### config.mk
export PLATFORM = sky130hd
export DESIGN_NAME = fm_phase_accumulator_flat
export DESIGN_NICKNAME = d
export VERILOG_FILES = /design/src/rtl/fm_pkg.sv /design/src/rtl/fm_phase_accumulator_if.sv /design/src/rtl/fm_phase_accumulator_axis_skid_buffer.sv /design/src/rtl/fm_phase_accumulator.sv /design/src/flat_wrapper.sv
export SDC_FILE = /design/constraint.sdc
export NUM_CORES = 1
export LEC_CHECK = 0
export ABC_AREA = 0
export CORE_MARGIN = 2
export CORE_UTILIZATION = 55
export DETAILED_ROUTE_END_ITERATION = 8
export PLACE_DENSITY = 0.9
export SYNTH_ARGS = -nofsm -noshare
export SYNTH_HDL_FRONTEND = slang
export SYNTH_SLANG_ARGS = --single-unit
### constraint.sdc
create_clock -name aclk -period 5.51 [get_ports aclk]
set_input_delay 1.102 -clock aclk [delete_from_list [all_inputs] [get_ports aclk]]
set_output_delay 1.102 -clock aclk [all_outputs]
set_load 0.02 [all_outputs]
### src/rtl/fm_pkg.sv
// fm_pkg: shared widths and word types for the FM phase path
package fm_pkg;
    localparam int PINC_W  = 32;
    localparam int ACC_W   = 32;
    localparam int PHASE_W = 16;
    localparam int WRAP_W  = 16;
    typedef logic [PINC_W-1:0]  pinc_t;
    typedef logic [ACC_W-1:0]   acc_t;
    typedef logic [PHASE_W-1:0] phase_t;
endpackage

### src/rtl/fm_phase_accumulator_if.sv
// fm_phase_accumulator_if: AXI-Stream channel, tuser carried only on the master side
interface fm_phase_accumulator_if
    import fm_pkg::*;
#(
    parameter int DW = PINC_W
);
    logic          tvalid;
    logic          tready;
    logic          tuser;
    logic [DW-1:0] tdata;
    modport master(output tvalid, tdata, tuser, input tready);
    modport slave(input tvalid, tdata, output tready);
endinterface

### src/rtl/fm_phase_accumulator_axis_skid_buffer.sv
// fm_phase_accumulator_axis_skid_buffer: output register plus one skid entry, registered upstream ready
module fm_phase_accumulator_axis_skid_buffer #(
    parameter int DW = 17
) (
    input  logic          aclk,
    input  logic          reset,
    input  logic          in_valid,
    output logic          in_ready,
    input  logic [DW-1:0] in_data,
    output logic          out_valid,
    input  logic          out_ready,
    output logic [DW-1:0] out_data
);
    logic          skid_valid, skid_valid_n, out_valid_n, accept, out_free;
    logic [DW-1:0] skid_data, skid_data_n, out_data_n;

    assign accept   = in_valid & in_ready;
    assign out_free = !out_valid | out_ready;

    // next state: a free output takes the skid entry first, else the new beat; a stalled output parks the beat in skid
    always_comb begin
        skid_valid_n = !out_free & (skid_valid | accept);
        skid_data_n  = (!out_free & accept) ? in_data : skid_data;
        out_valid_n  = out_free ? (skid_valid | accept) : 1'b1;
        out_data_n   = !out_free ? out_data : skid_valid ? skid_data : accept ? in_data : out_data;
    end

    // state registers; ready is simply "skid will be empty"
    always_ff @(posedge aclk) begin
        if (reset) begin
            skid_valid <= 1'b0;
            skid_data  <= '0;
            out_valid  <= 1'b0;
            out_data   <= '0;
            in_ready   <= 1'b0;
        end else begin
            skid_valid <= skid_valid_n;
            skid_data  <= skid_data_n;
            out_valid  <= out_valid_n;
            out_data   <= out_data_n;
            in_ready   <= !skid_valid_n;
        end
    end
endmodule

### src/rtl/fm_phase_accumulator.sv
// fm_phase_accumulator: integrates phase increments and emits offset, truncated phase words with wrap flag
module fm_phase_accumulator
    import fm_pkg::*;
#(
    parameter int PINC_WIDTH      = PINC_W,
    parameter int ACC_WIDTH       = ACC_W,
    parameter int PHASE_OUT_WIDTH = PHASE_W,
    parameter int WRAP_CNT_WIDTH  = WRAP_W
) (
    input  logic                      aclk,
    input  logic                      reset,
    input  logic [ACC_WIDTH-1:0]      phase_offset,
    input  logic                      resync,
    fm_phase_accumulator_if.slave     S_AXIS,
    fm_phase_accumulator_if.master    M_AXIS,
    output logic [WRAP_CNT_WIDTH-1:0] wrap_count
);
    logic [ACC_WIDTH-1:0] acc, base, phase_sum;
    logic [ACC_WIDTH:0]   sum;
    logic                 accept;

    assign accept = S_AXIS.tvalid & S_AXIS.tready;

    // a resync in the same cycle as a beat makes that beat start from zero
    always_comb begin
        base      = resync ? '0 : acc;
        sum       = {1'b0, base} + (ACC_WIDTH+1)'(S_AXIS.tdata);
        phase_sum = base + phase_offset;
    end

    // accumulator and saturating wrap counter; resync clears both
    always_ff @(posedge aclk) begin
        acc        <= reset ? '0 : accept ? sum[ACC_WIDTH-1:0] : resync ? '0 : acc;
        wrap_count <= (reset | resync) ? '0
                    : (accept & sum[ACC_WIDTH] & ~&wrap_count) ? wrap_count + WRAP_CNT_WIDTH'(1)
                    : wrap_count;
    end

    fm_phase_accumulator_axis_skid_buffer #(.DW(PHASE_OUT_WIDTH + 1)) u_skid (
        .aclk      (aclk),
        .reset     (reset),
        .in_valid  (S_AXIS.tvalid),
        .in_ready  (S_AXIS.tready),
        .in_data   ({sum[ACC_WIDTH], phase_sum[ACC_WIDTH-1 -: PHASE_OUT_WIDTH]}),
        .out_valid (M_AXIS.tvalid),
        .out_ready (M_AXIS.tready),
        .out_data  ({M_AXIS.tuser, M_AXIS.tdata})
    );
endmodule

### src/flat_wrapper.sv
// flat-port wrapper written by rule: the top's interface ports become plain ports
module fm_phase_accumulator_flat import fm_pkg::*;
#(
    parameter int PINC_WIDTH      = PINC_W,
    parameter int ACC_WIDTH       = ACC_W,
    parameter int PHASE_OUT_WIDTH = PHASE_W,
    parameter int WRAP_CNT_WIDTH  = WRAP_W
)
  (aclk, reset, phase_offset, resync, wrap_count, S_AXIS_tvalid, S_AXIS_tdata, S_AXIS_tready, M_AXIS_tvalid, M_AXIS_tdata, M_AXIS_tuser, M_AXIS_tready);
  fm_phase_accumulator_if #(.DW(32)) S_AXIS_i ();
  fm_phase_accumulator_if #(.DW(16)) M_AXIS_i ();
  input  logic aclk;
  input  logic reset;
  input  logic [ACC_WIDTH-1:0] phase_offset;
  input  logic resync;
  output logic [WRAP_CNT_WIDTH-1:0] wrap_count;
  input wire logic [$bits(S_AXIS_i.tvalid)-1:0] S_AXIS_tvalid;
  input wire logic [$bits(S_AXIS_i.tdata)-1:0] S_AXIS_tdata;
  output wire logic [$bits(S_AXIS_i.tready)-1:0] S_AXIS_tready;
  output wire logic [$bits(M_AXIS_i.tvalid)-1:0] M_AXIS_tvalid;
  output wire logic [$bits(M_AXIS_i.tdata)-1:0] M_AXIS_tdata;
  output wire logic [$bits(M_AXIS_i.tuser)-1:0] M_AXIS_tuser;
  input wire logic [$bits(M_AXIS_i.tready)-1:0] M_AXIS_tready;
  assign S_AXIS_i.tvalid = S_AXIS_tvalid;
  assign S_AXIS_i.tdata = S_AXIS_tdata;
  assign S_AXIS_tready = S_AXIS_i.tready;
  assign M_AXIS_tvalid = M_AXIS_i.tvalid;
  assign M_AXIS_tdata = M_AXIS_i.tdata;
  assign M_AXIS_tuser = M_AXIS_i.tuser;
  assign M_AXIS_i.tready = M_AXIS_tready;
  fm_phase_accumulator #(.PINC_WIDTH(PINC_WIDTH), .ACC_WIDTH(ACC_WIDTH), .PHASE_OUT_WIDTH(PHASE_OUT_WIDTH), .WRAP_CNT_WIDTH(WRAP_CNT_WIDTH)) u_core (.aclk(aclk), .reset(reset), .phase_offset(phase_offset), .resync(resync), .S_AXIS(S_AXIS_i), .M_AXIS(M_AXIS_i), .wrap_count(wrap_count));
endmodule
==> results.toml, run 1 <==
[setup_path]
critPathRequiredTime_ns = 5.78
worst_setup_path_start_kind = "primary input"
worst_path_max_delay_cell = "sky130_fd_sc_hd__o31ai_4"
critPathCaptureType = "flip-flop"
crit_path_max_incr_delay_ns = 0.54
critical_path.most_common_cell = "sky130_fd_sc_hd__a21oi_1"
critical_path.cell_chain = "buf_2 > nor2b_1 > xor2_1 > ha_1 > o21a_1 > o221a_2 > a21oi_1 > a221oi_2 > o21ai_2 > o31ai_4 > nand3_2 > or4_1 > a21oi_1"
crit_arrival_ns = 4.75
largest_fanout_of_any_net_on_the_critical_path = 37
critPathKind = "in -> reg"

[clock_tree]
tritoncts_num_sinks = 85
clk_latency_ns = 0.36
clockRootBuffer = "sky130_fd_sc_hd__clkbuf_16"
clk_transition_reported_paths_ns = 0.06
post-cts-setup-buffer-count = 0
cts.repair.resized = 0
clock_path_buffers = 2
cts_tree = "built"
cts.hold.buffers_added = 0
tritoncts.num_buffers = 9
h-tree-depth = 3

[cells_and_area]
nets = 1267
postLayoutCellArea_um2 = 9420
ff_latch_area_um2 = 1702
multi_input_comb_area_um2 = 5937
areaGrowthSynthToFinish_pct = 15.10
fillers = 1271
utilization_pct = 64.82
antennaDiodeCount = 0
share_of_cells_above_drive_strength_1_pct = 3.843

[pwr]
static-leakage-power_nw = 3.572
power.density_nw_per_um2 = 184.0
ir_worst_vdd_mv = 0.1411
p_sw_share_pct = 31.64
pwr-share-comb_pct = 24.5
p_int_mw = 1.185
power.clock.fraction_pct = 37.2
netSwitchingPower_uw = 548.4
p_seq_share_pct = 38.3

[grt]
maximum_number_of_pins_on_one_net_before_global_route_repair = 63
overflow = 0
global_route_wire_length_before_repair_mm = 37.89
grt_pass1_vias = 7738
antenna_found_initial = 0
gr-usage-all-layers_pct = 28.44

[routing]
routedWlPerCell_um = 17.31
firstDrtPassIters = 6
detail_route.drc_violations = 0
ant_nets = 0
drt-total-wl_mm = 23.45
num_vias = 8818
detail_route.vias_per_cell = 6.508
drtIter0Drc = 1072

[floorplan]
fp.dieArea_um2 = 15870
die_outline_height_um = 126.0
fp.coreArea_um2 = 14530
die_width_um = 126.0
initial_core_util_pct = 56.31
standard_cell_rows = 44
io_pins = 104

[logic_synthesis]
synthDominantAreaCellType = "sky130_fd_sc_hd__dfxtp_1"
synth_edf_count = 0
synth_top_flop_cell = "sky130_fd_sc_hd__dfxtp_1"
post-synth-top-count-cell = "sky130_fd_sc_hd__nand2_1"
mappedNetlistNets = 1244
yosys_warnings = 0
syn-mean-instance-area_um2 = 7.160
asyncSetResetFlopFracSynth_pct = 0
synthTopCellsByArea = "sky130_fd_sc_hd__dfxtp_1 21%, sky130_fd_sc_hd__a21oi_1 5.9%, sky130_fd_sc_hd__ha_1 4.9%, sky130_fd_sc_hd__nand2_1 4.6%, sky130_fd_sc_hd__nor2_1 4.3%"
netlist_area_um2 = 8184
post_synth_most_frequent_cells = "101 x sky130_fd_sc_hd__nand2_1, 97 x sky130_fd_sc_hd__a21oi_1, 93 x sky130_fd_sc_hd__nor2_1, 85 x sky130_fd_sc_hd__dfxtp_1, 73 x sky130_fd_sc_hd__clkbuf_1"
ys_ff_latch = 85
yosysTopAreaCellShare_pct = 20.79
seq_area_frac_synth_pct = 20.79
netlist_instances = 1143
yosysUniqueCellTypes = 80

[sta]
unrepaired_setup_endpoints_after_global_routing = "no"
finalCritPeriodShare_pct = 81.28
fin_setup_tns_ns = 0
final_max_slew_viol_count = 0
timing.clock.skew_ns = 0.01333
fmax_mhz = 223.3
hold_viol_final = 0
max-slew-margin-rel_pct = 36.96
finalSetupViolCount = 0
tightest_slew_ns = 0.9218
fin_crit_ns = 4.478

[place]
io_buf_count = 103
placed_area_um2 = 9112
detailed_place_hpwl_mm = 16.61
gpl.final_weighted_congestion = 0.9674

[worst_hold_path]
holdCritPathClass = "reg -> reg"

[job]
drv_cap = 0

[run_status]
result_of_the_run = "finished, final reports clean"
==> per-layer routing <==
layer | part of all wire, % | GRT usage [%] | up-vias
met3 | 7.3 | 3.186 | 48
met4 | 2.3 | 9.308 | 0
li1 | - | - | 4249
met1 | 44 | 39.60 | 4101
met5 | 0 | 0 | -
met2 | 46 | 46.08 | 420
==> cells by family (layout without fill, tap and decap cells) <==
| kind of cell | Yosys count | count (layout) | synth area share, % |
|---|---|---|---|
| AOI/OAI and AO/OA | 372 | 372 | 30.44 |
| xor gates and xnor gates | 73 | 73 | 7.812 |
| adders and majority gates | 38 | 38 | 5.626 |
| buffers and inverters | 135 | 163 | 6.666 |
| DFF | 85 | 85 | 20.79 |
| muxes | 9 | 9 | 1.116 |
| and+or+nand+nor | 431 | 431 | 27.55 |
==> stage by stage <==
step	total power, mW	hold slack [ns]	instances	worst slack, ns
floorplan	0.9545	0.4360	1143	0.5102
global placement	1.082	0.4392	1339	0.9114
detailed placement	1.091	0.4485	1339	0.7612
CTS	1.729	0.4566	1355	1.091
global route	1.802	0.4827	1355	0.7256
finish	1.733	0.4590	1355	1.032
==> state kept, by name, summed over array words and instances, names as in the netlist <==
signal and count:
u_core.acc 32, u_core.u_skid.in_ready 1, u_core.u_skid.out_data 17, u_core.u_skid.out_valid 1, u_core.u_skid.skid_data 17, u_core.u_skid.skid_valid 1, u_core.wrap_count 16
==> power by group through the flow <==
| stage | sequential [mW] | combinational (mW) | clock, mW |
|---|---|---|---|
| detailed placement | 0.678 | 0.414 | 0 |
| global placement | 0.676 | 0.406 | 0 |
| finish | 0.664 | 0.424 | 0.644 |
| floorplan | 0.669 | 0.286 | 0 |
| CTS | 0.663 | 0.417 | 0.648 |
| global route | 0.668 | 0.461 | 0.673 |
==> placed cells by master, fill, tap and decap left out, types with 32 or more instances in the layout <==
cell,count
sky130_fd_sc_hd__a21oi_1,97
sky130_fd_sc_hd__clkdlybuf4s50_1,101
sky130_fd_sc_hd__dfxtp_1,85
sky130_fd_sc_hd__ha_1,32
sky130_fd_sc_hd__nand2_1,101
sky130_fd_sc_hd__nand3_1,57
sky130_fd_sc_hd__nor2_1,93
sky130_fd_sc_hd__o21ai_0,63
sky130_fd_sc_hd__xnor2_1,39
sky130_fd_sc_hd__xor2_1,34
==> worst max-delay path: cells and delay by family <==
| family | cells | cell delay, ns |
|---|---|---|
| buffers and inverters | 1 | 0.51 |
| AO/OA/AOI/OAI | 7 | 1.67 |
| adder cells (fa/ha/maj) | 1 | 0.26 |
| XOR/XNOR | 1 | 0.18 |
| AND/OR/NAND/NOR | 3 | 1.00 |
==> final timing paths <==
path | startpoint | to | slack, ns | cells after the start
worst max register to register | u_core.acc[1] | u_core.wrap_count[9] | 1.81 | 12
worst max-delay path | resync | u_core.wrap_count[9] | 1.03 | 13
worst min register to register | u_core.u_skid.skid_data[8] | u_core.u_skid.skid_data[8] | 0.46 | 2
worst min-delay path | u_core.u_skid.skid_data[8] | u_core.u_skid.skid_data[8] | 0.46 | 2
==> layout make-up <==
type,count,share of cell area [%]
Multi-Input combinational cell,923,63.02
Sequential cell,85,18.06
Timing Repair Buffer,115,11.93
Clock buffer,10,2.537
Tap cell,184,2.444
Inverter,32,1.275
Clock inverter,6,0.7305
(Power assumes the default switching activity.)
==> run 2: changes to the inputs <==
==> constraint.sdc (replaced) <==
create_clock -name aclk -period 4.45 [get_ports aclk]
set_input_delay 0.89 -clock aclk [delete_from_list [all_inputs] [get_ports aclk]]
set_output_delay 0.89 -clock aclk [all_outputs]
set_load 0.02 [all_outputs]
==> results.toml, run 2 (synthesis gave the netlist of run 1 again) <==
[floorplan]
fp.dieArea_um2 = 15870
initial_core_util_pct = 56.31
standard_cell_rows = 44
die_width_um = 126.0
io_pins = 104
fp.coreArea_um2 = 14530
die_outline_height_um = 126.0

[cells_and_area]
regMostFlops = "u_core.acc"
share_of_cells_above_drive_strength_1_pct = 4.911
postLayoutCellArea_um2 = 9534
largest_register_ffs = 32
utilization_pct = 65.60
layout.cells.most_common_list = "101 x sky130_fd_sc_hd__nand2_1, 101 x sky130_fd_sc_hd__clkdlybuf4s50_1, 97 x sky130_fd_sc_hd__a21oi_1"
antennaDiodeCount = 0
areaGrowthSynthToFinish_pct = 16.50
largestRegisters = "u_core.acc (32), u_core.u_skid.out_data (17), u_core.u_skid.skid_data (17)"
nets = 1277
instances_no_fill = 1365
fillers = 1279

[clock_tree]
post-cts-setup-buffer-count = 0
tritoncts.num_buffers = 9
clockRootBuffer = "sky130_fd_sc_hd__clkbuf_16"
clock_path_buffers = 2
tritoncts_num_sinks = 85
cts_tree = "built"
cts.hold.buffers_added = 0
clk_transition_reported_paths_ns = 0.07
cts.repair.resized = 0
h-tree-depth = 3
clk_latency_ns = 0.36

[sta]
tightest_slew_ns = 0.8264
max-slew-margin-rel_pct = 44.32
fin_crit_ns = 3.807
fmax_mhz = 262.7
holdWs_ns = 0.4482
fin_ws_ns = 0.6432
hold_viol_final = 0
fin_setup_tns_ns = 0
unrepaired_setup_endpoints_after_global_routing = "no"
timing.clock.skew_ns = 0.01206
finalSetupViolCount = 0
finalCritPeriodShare_pct = 85.55
final_max_slew_viol_count = 0

[pwr]
static-leakage-power_nw = 3.627
ir_worst_vdd_mv = 0.1949
total_chip_power_mw = 2.217
power.density_nw_per_um2 = 232.5

[job]
drv_cap = 0

[grt]
use_met2_pct = 48.89
gr-usage-met3_pct = 4.036
antenna_found_initial = 0
grt-busiest-layer = "met2"
grtUsageMet1_pct = 39.00
grt_pass1_vias = 8088
overflow = 0
gr-usage-all-layers_pct = 29.36
maximum_number_of_pins_on_one_net_before_global_route_repair = 63
global_route_wire_length_before_repair_mm = 39.19

[routing]
detail_route.vias_per_cell = 6.521
routedWlPerCell_um = 17.71
ant_nets = 0
drt-total-wl_mm = 24.18
num_vias = 8901
drtIter0Drc = 889
detail_route.drc_violations = 0
firstDrtPassIters = 7

[setup_path]
critical_path.most_common_cell = "sky130_fd_sc_hd__a21oi_1"
crit_path_max_incr_delay_ns = 0.48
largest_fanout_of_any_net_on_the_critical_path = 25
critPathRequiredTime_ns = 4.73
critPathKind = "in -> reg"
critPathCaptureType = "flip-flop"
worst_path_max_delay_cell = "sky130_fd_sc_hd__or4_1"
worst_setup_path_start_kind = "primary input"
crit_arrival_ns = 4.08
critical_path.cell_chain = "buf_2 > nor2b_1 > xor2_1 > ha_4 > a21o_1 > o221a_2 > a21oi_1 > a221oi_2 > o21ai_2 > o31ai_4 > nand3_2 > or4_1 > a21oi_1"

[place]
io_buf_count = 103
setup_ws_pre_cts_ns = 0.3321
count_of_placed_standard_cells_including_taps = 1349
gpl.final_weighted_congestion = 0.9589
placed_area_um2 = 9211
detailed_place_hpwl_mm = 17.35

[worst_hold_path]
holdCritPathClass = "reg -> reg"

[run_status]
result_of_the_run = "finished, final reports clean"
-- run 2: layer usage --
layer  share of wire, %  vias up  routed length, um
li1                   -     4284                  -
met1                 44     4174              10610
met2                 47      391              11390
met3                6.5       52               1571
met4                2.5        0                601
met5                  0        -                  0
-- run 2: path summary, 6_finish.rpt --
check / end / slack [ns] / start / cells past startpoint
worst max-delay path: u_core.wrap_count[7] / 0.64 / resync / 13
worst min-delay path: u_core.u_skid.out_data[16] / 0.45 / u_core.u_skid.out_data[16] / 2
worst max register to register: u_core.wrap_count[7] / 1.11 / u_core.acc[1] / 12
worst min register to register: u_core.u_skid.out_data[16] / 0.45 / u_core.u_skid.out_data[16] / 2
-- run 2: worst max-delay path, delay by kind of cell --
family                   cells  cell delay (ns)
AND/OR/NAND/NOR              3             0.91
buffers and inverters        1             0.46
adder cells (fa/ha/maj)      1             0.21
XOR/XNOR                     1             0.28
AO/OA/AOI/OAI                7             1.31
-- run 2: power by group --
group	internal [mW]	switching [mW]
Sequential	0.787	0.0356
Combinational	0.229	0.307
Clock	0.499	0.359
Total	1.52	0.702
-- run 2: area by class of cell --
cell class | instances | area [um^2] | area share (%)
Sequential cell | 85 | 1702 | 17.85
Multi-Input combinational cell | 923 | 5961 | 62.52
Tap cell | 184 | 230.2 | 2.415
Inverter | 32 | 120.1 | 1.260
Clock inverter | 6 | 93.84 | 0.9843
Timing Repair Buffer | 125 | 1199 | 12.57
Clock buffer | 10 | 229.0 | 2.402
==> variant, RTL diff (flow settings as in run 2) <==
`skid_data` no longer has a reset.
--- a/src/rtl/fm_phase_accumulator_axis_skid_buffer.sv
+++ b/src/rtl/fm_phase_accumulator_axis_skid_buffer.sv
@@ -29,17 +29,19 @@
     always_ff @(posedge aclk) begin
         if (reset) begin
             skid_valid <= 1'b0;
-            skid_data  <= '0;
             out_valid  <= 1'b0;
             out_data   <= '0;
             in_ready   <= 1'b0;
         end else begin
             skid_valid <= skid_valid_n;
-            skid_data  <= skid_data_n;
             out_valid  <= out_valid_n;
             out_data   <= out_data_n;
             in_ready   <= !skid_valid_n;
         end
     end
+
+    always_ff @(posedge aclk) begin
+        skid_data <= skid_data_n;
+    end
 endmodule
 
Function: no difference found for any inputs over 4 cycles, from zero or initial values and one cycle with reset high; that may be too few to reach the edited logic, so the function may still have changed.
==> variant against run 2 <==
- routed wire length is 15% lower
- core utilization is 1.7 points higher
- sequential cell count stayed put
- synthesized area is 8.7% lower
- design area is 6.6% lower
- total power is 2.8% lower
- cell count is 9.6% lower
- global-route usage is 1.3 points lower
- setup slack worse by 220 ps
- count of clock-buffer cells in the layout is 1 lower
- worst hold slack better by 50 ps
- synthesized cell count is 13% lower
- critical endpoint unchanged
==> variant: results (changes against run 2) <==
Outcome
  – Outcome: finished clean

Route
  – Drt pass-1 iters: 6 (-1)
  – DRT iter0 DRCs: 822 (-7.5%)
  – Post-route DRC: 0 (unchanged)
  – WL final: 20.66 mm (-15%)
  – DR vias: 7688 (-14%)

Placed design
  – Placed cell area: 0.008591 mm^2 (-6.7%)
  – RePlAce Congestion: 0.9086 (-5.2%)
  – Pre-CTS setup slack: 116.7 ps (-215.4 ps)
  – Post-DP HPWL: 14.73 mm (-15%)
  – Port bufs: 103 (unchanged)

Yosys
  – Seq/Total Area, Yosys: 0.2504 (+0.04250)
  – Post-synth EDFFs: 17 (+17)
  – Fraction of registers with async set/reset: 0 (unchanged)
  – Area contributors post-synth: dfxtp_1, edfxtp_1, a21oi_1, xnor2_1, ha_1
  – Post-synth top cells: a21oi_1, nor2_1, nand2_1
  – Yosys cell types: 80 (unchanged)
  – Synth Net Count: 1098 (-12%)
  – Synth Warn #: 0 (unchanged)

Clock network
  – Max H-tree Level: 3 (unchanged)
  – # Post-CTS Setup Buffers: 0 (unchanged)
  – CTS max path bufs: 2 (unchanged)
  – Post-CTS sizing: 0 (unchanged)
  – Cts bufs inserted: 9 (unchanged)
  – # hold bufs at CTS: 0 (unchanged)
  – CTS Root Buffer Type: clkbuf_16
  – Worst skew pair latency: 350 ps
  – CTS clk-pin slew, worst paths: 60 ps

Timing
  – Relative slew slack: 0.4977 (+0.05444)
  – Layout Skew: 4.321 ps (-7.736 ps)
  – Max-slew violations: 0 (unchanged)

Worst setup path
  – Critical R2R Launch: u_core.acc[1]
  – Worst setup startpoint: S_AXIS_tdata[1]
  – Maximum fanout along the worst path: 15 (-40%)
  – WP data arrival: 4240 ps (+160 ps)

Cells and area
  – # fillers: 1091 (-15%)
  – Final Net Count: 1154 (-9.6%)
  – Share of cells above drive strength 1: 0.05104 (+0.001929)
  – Largest registers: u_core.acc: 32 flops, u_core.u_skid.out_data: 17 flops, u_core.u_skid.skid_data: 17 flops
  – N_diodes: 0 (unchanged)

Global routing
  – Largest net degree at the start of global routing: 92 (+46%)
  – Number of global-route vias before repair: 6876 (-15%)
  – Tot GR Track Use: 0.2811 (-0.01252)
  – Antenna violations before repair: 0 (unchanged)
  – Global-route wire length before repair: 33.35 mm (-15%)

Hold path
  – Min-Delay Path Class: register to register
  – Hold path start: u_core.u_skid.out_data[1]

Power
  – Maximum vdd drop: 0.2931 mV (+50%)
  – Leakage: 3.318 nW (-8.5%)
## variant: power breakdown
part | internal [mW] | switching (mW)
Sequential | 0.815 | 0.0361
Combinational | 0.221 | 0.279
Clock | 0.489 | 0.315
## variant: routing by layer
layer  track usage  routed length, um  part of all wire
met1        0.3825               9071              0.44
met2        0.4474               9497              0.46
met3       0.05519               1616             0.078
met4       0.09230                473             0.023
met5             0                  0                 0
## variant: final timing paths
| path | endpoint | slack, ps | cells after the start |
|---|---|---|---|
| worst max-delay path | u_core.wrap_count[7] | 420 | 14 |
| worst min-delay path | u_core.u_skid.out_data[1] | 500 | 2 |
| worst min register to register | u_core.u_skid.out_data[1] | 500 | 2 |
| worst max register to register | u_core.wrap_count[7] | 830 | 14 |
## variant: kinds of logic (layout without fill, tap and decap cells)
kind of cell               after synthesis  count (layout)  synth area share
muxes                                   11              11           0.01490
xor gates and xnor gates                88              88            0.1031
DFF                                     85              85            0.2504
AOI/OAI and AO/OA                      332             332            0.2827
buffers and inverters                  118             179           0.06445
adders and majority gates               35              35           0.05758
and+or+nand+nor                        328             328            0.2268
## variant: layout make-up
class / instances / area share
multi-input cells: 794 / 0.5798
flip-flops and latches: 85 / 0.2102
repair buffers: 122 / 0.1326
clock buffers: 9 / 0.02529
well taps: 176 / 0.02473
inverters: 41 / 0.01728
clock inverters: 7 / 0.01012
## variant: per-stage QoR
stage | instances | util | hold slack (ps) | power (mW)
2_1_floorplan | 997 | - | 506.0 | 1.188
3_3_place_gp | 1218 | 0.6487 | 495.0 | 1.340
3_5_place_dp | 1218 | 0.6487 | 494.8 | 1.354
4_1_cts | 1234 | 0.6725 | 503.6 | 2.152
5_1_grt | 1234 | 0.6725 | 528.5 | 2.242
6_report | 1234 | 0.6725 | 498.5 | 2.155
## variant: worst max-delay path, cell delays in order
cell and delay (ps):
clkdlybuf4s50_1 490, xor2_1 240, ha_4 190, a21oi_1 60, or3_1 320, a211o_1 320, o31a_1 290, o22ai_2 170
a31oi_2 170, o21ai_4 240, nand3_4 230, nor4_1 410, xnor2_1 170, nor2_1 50
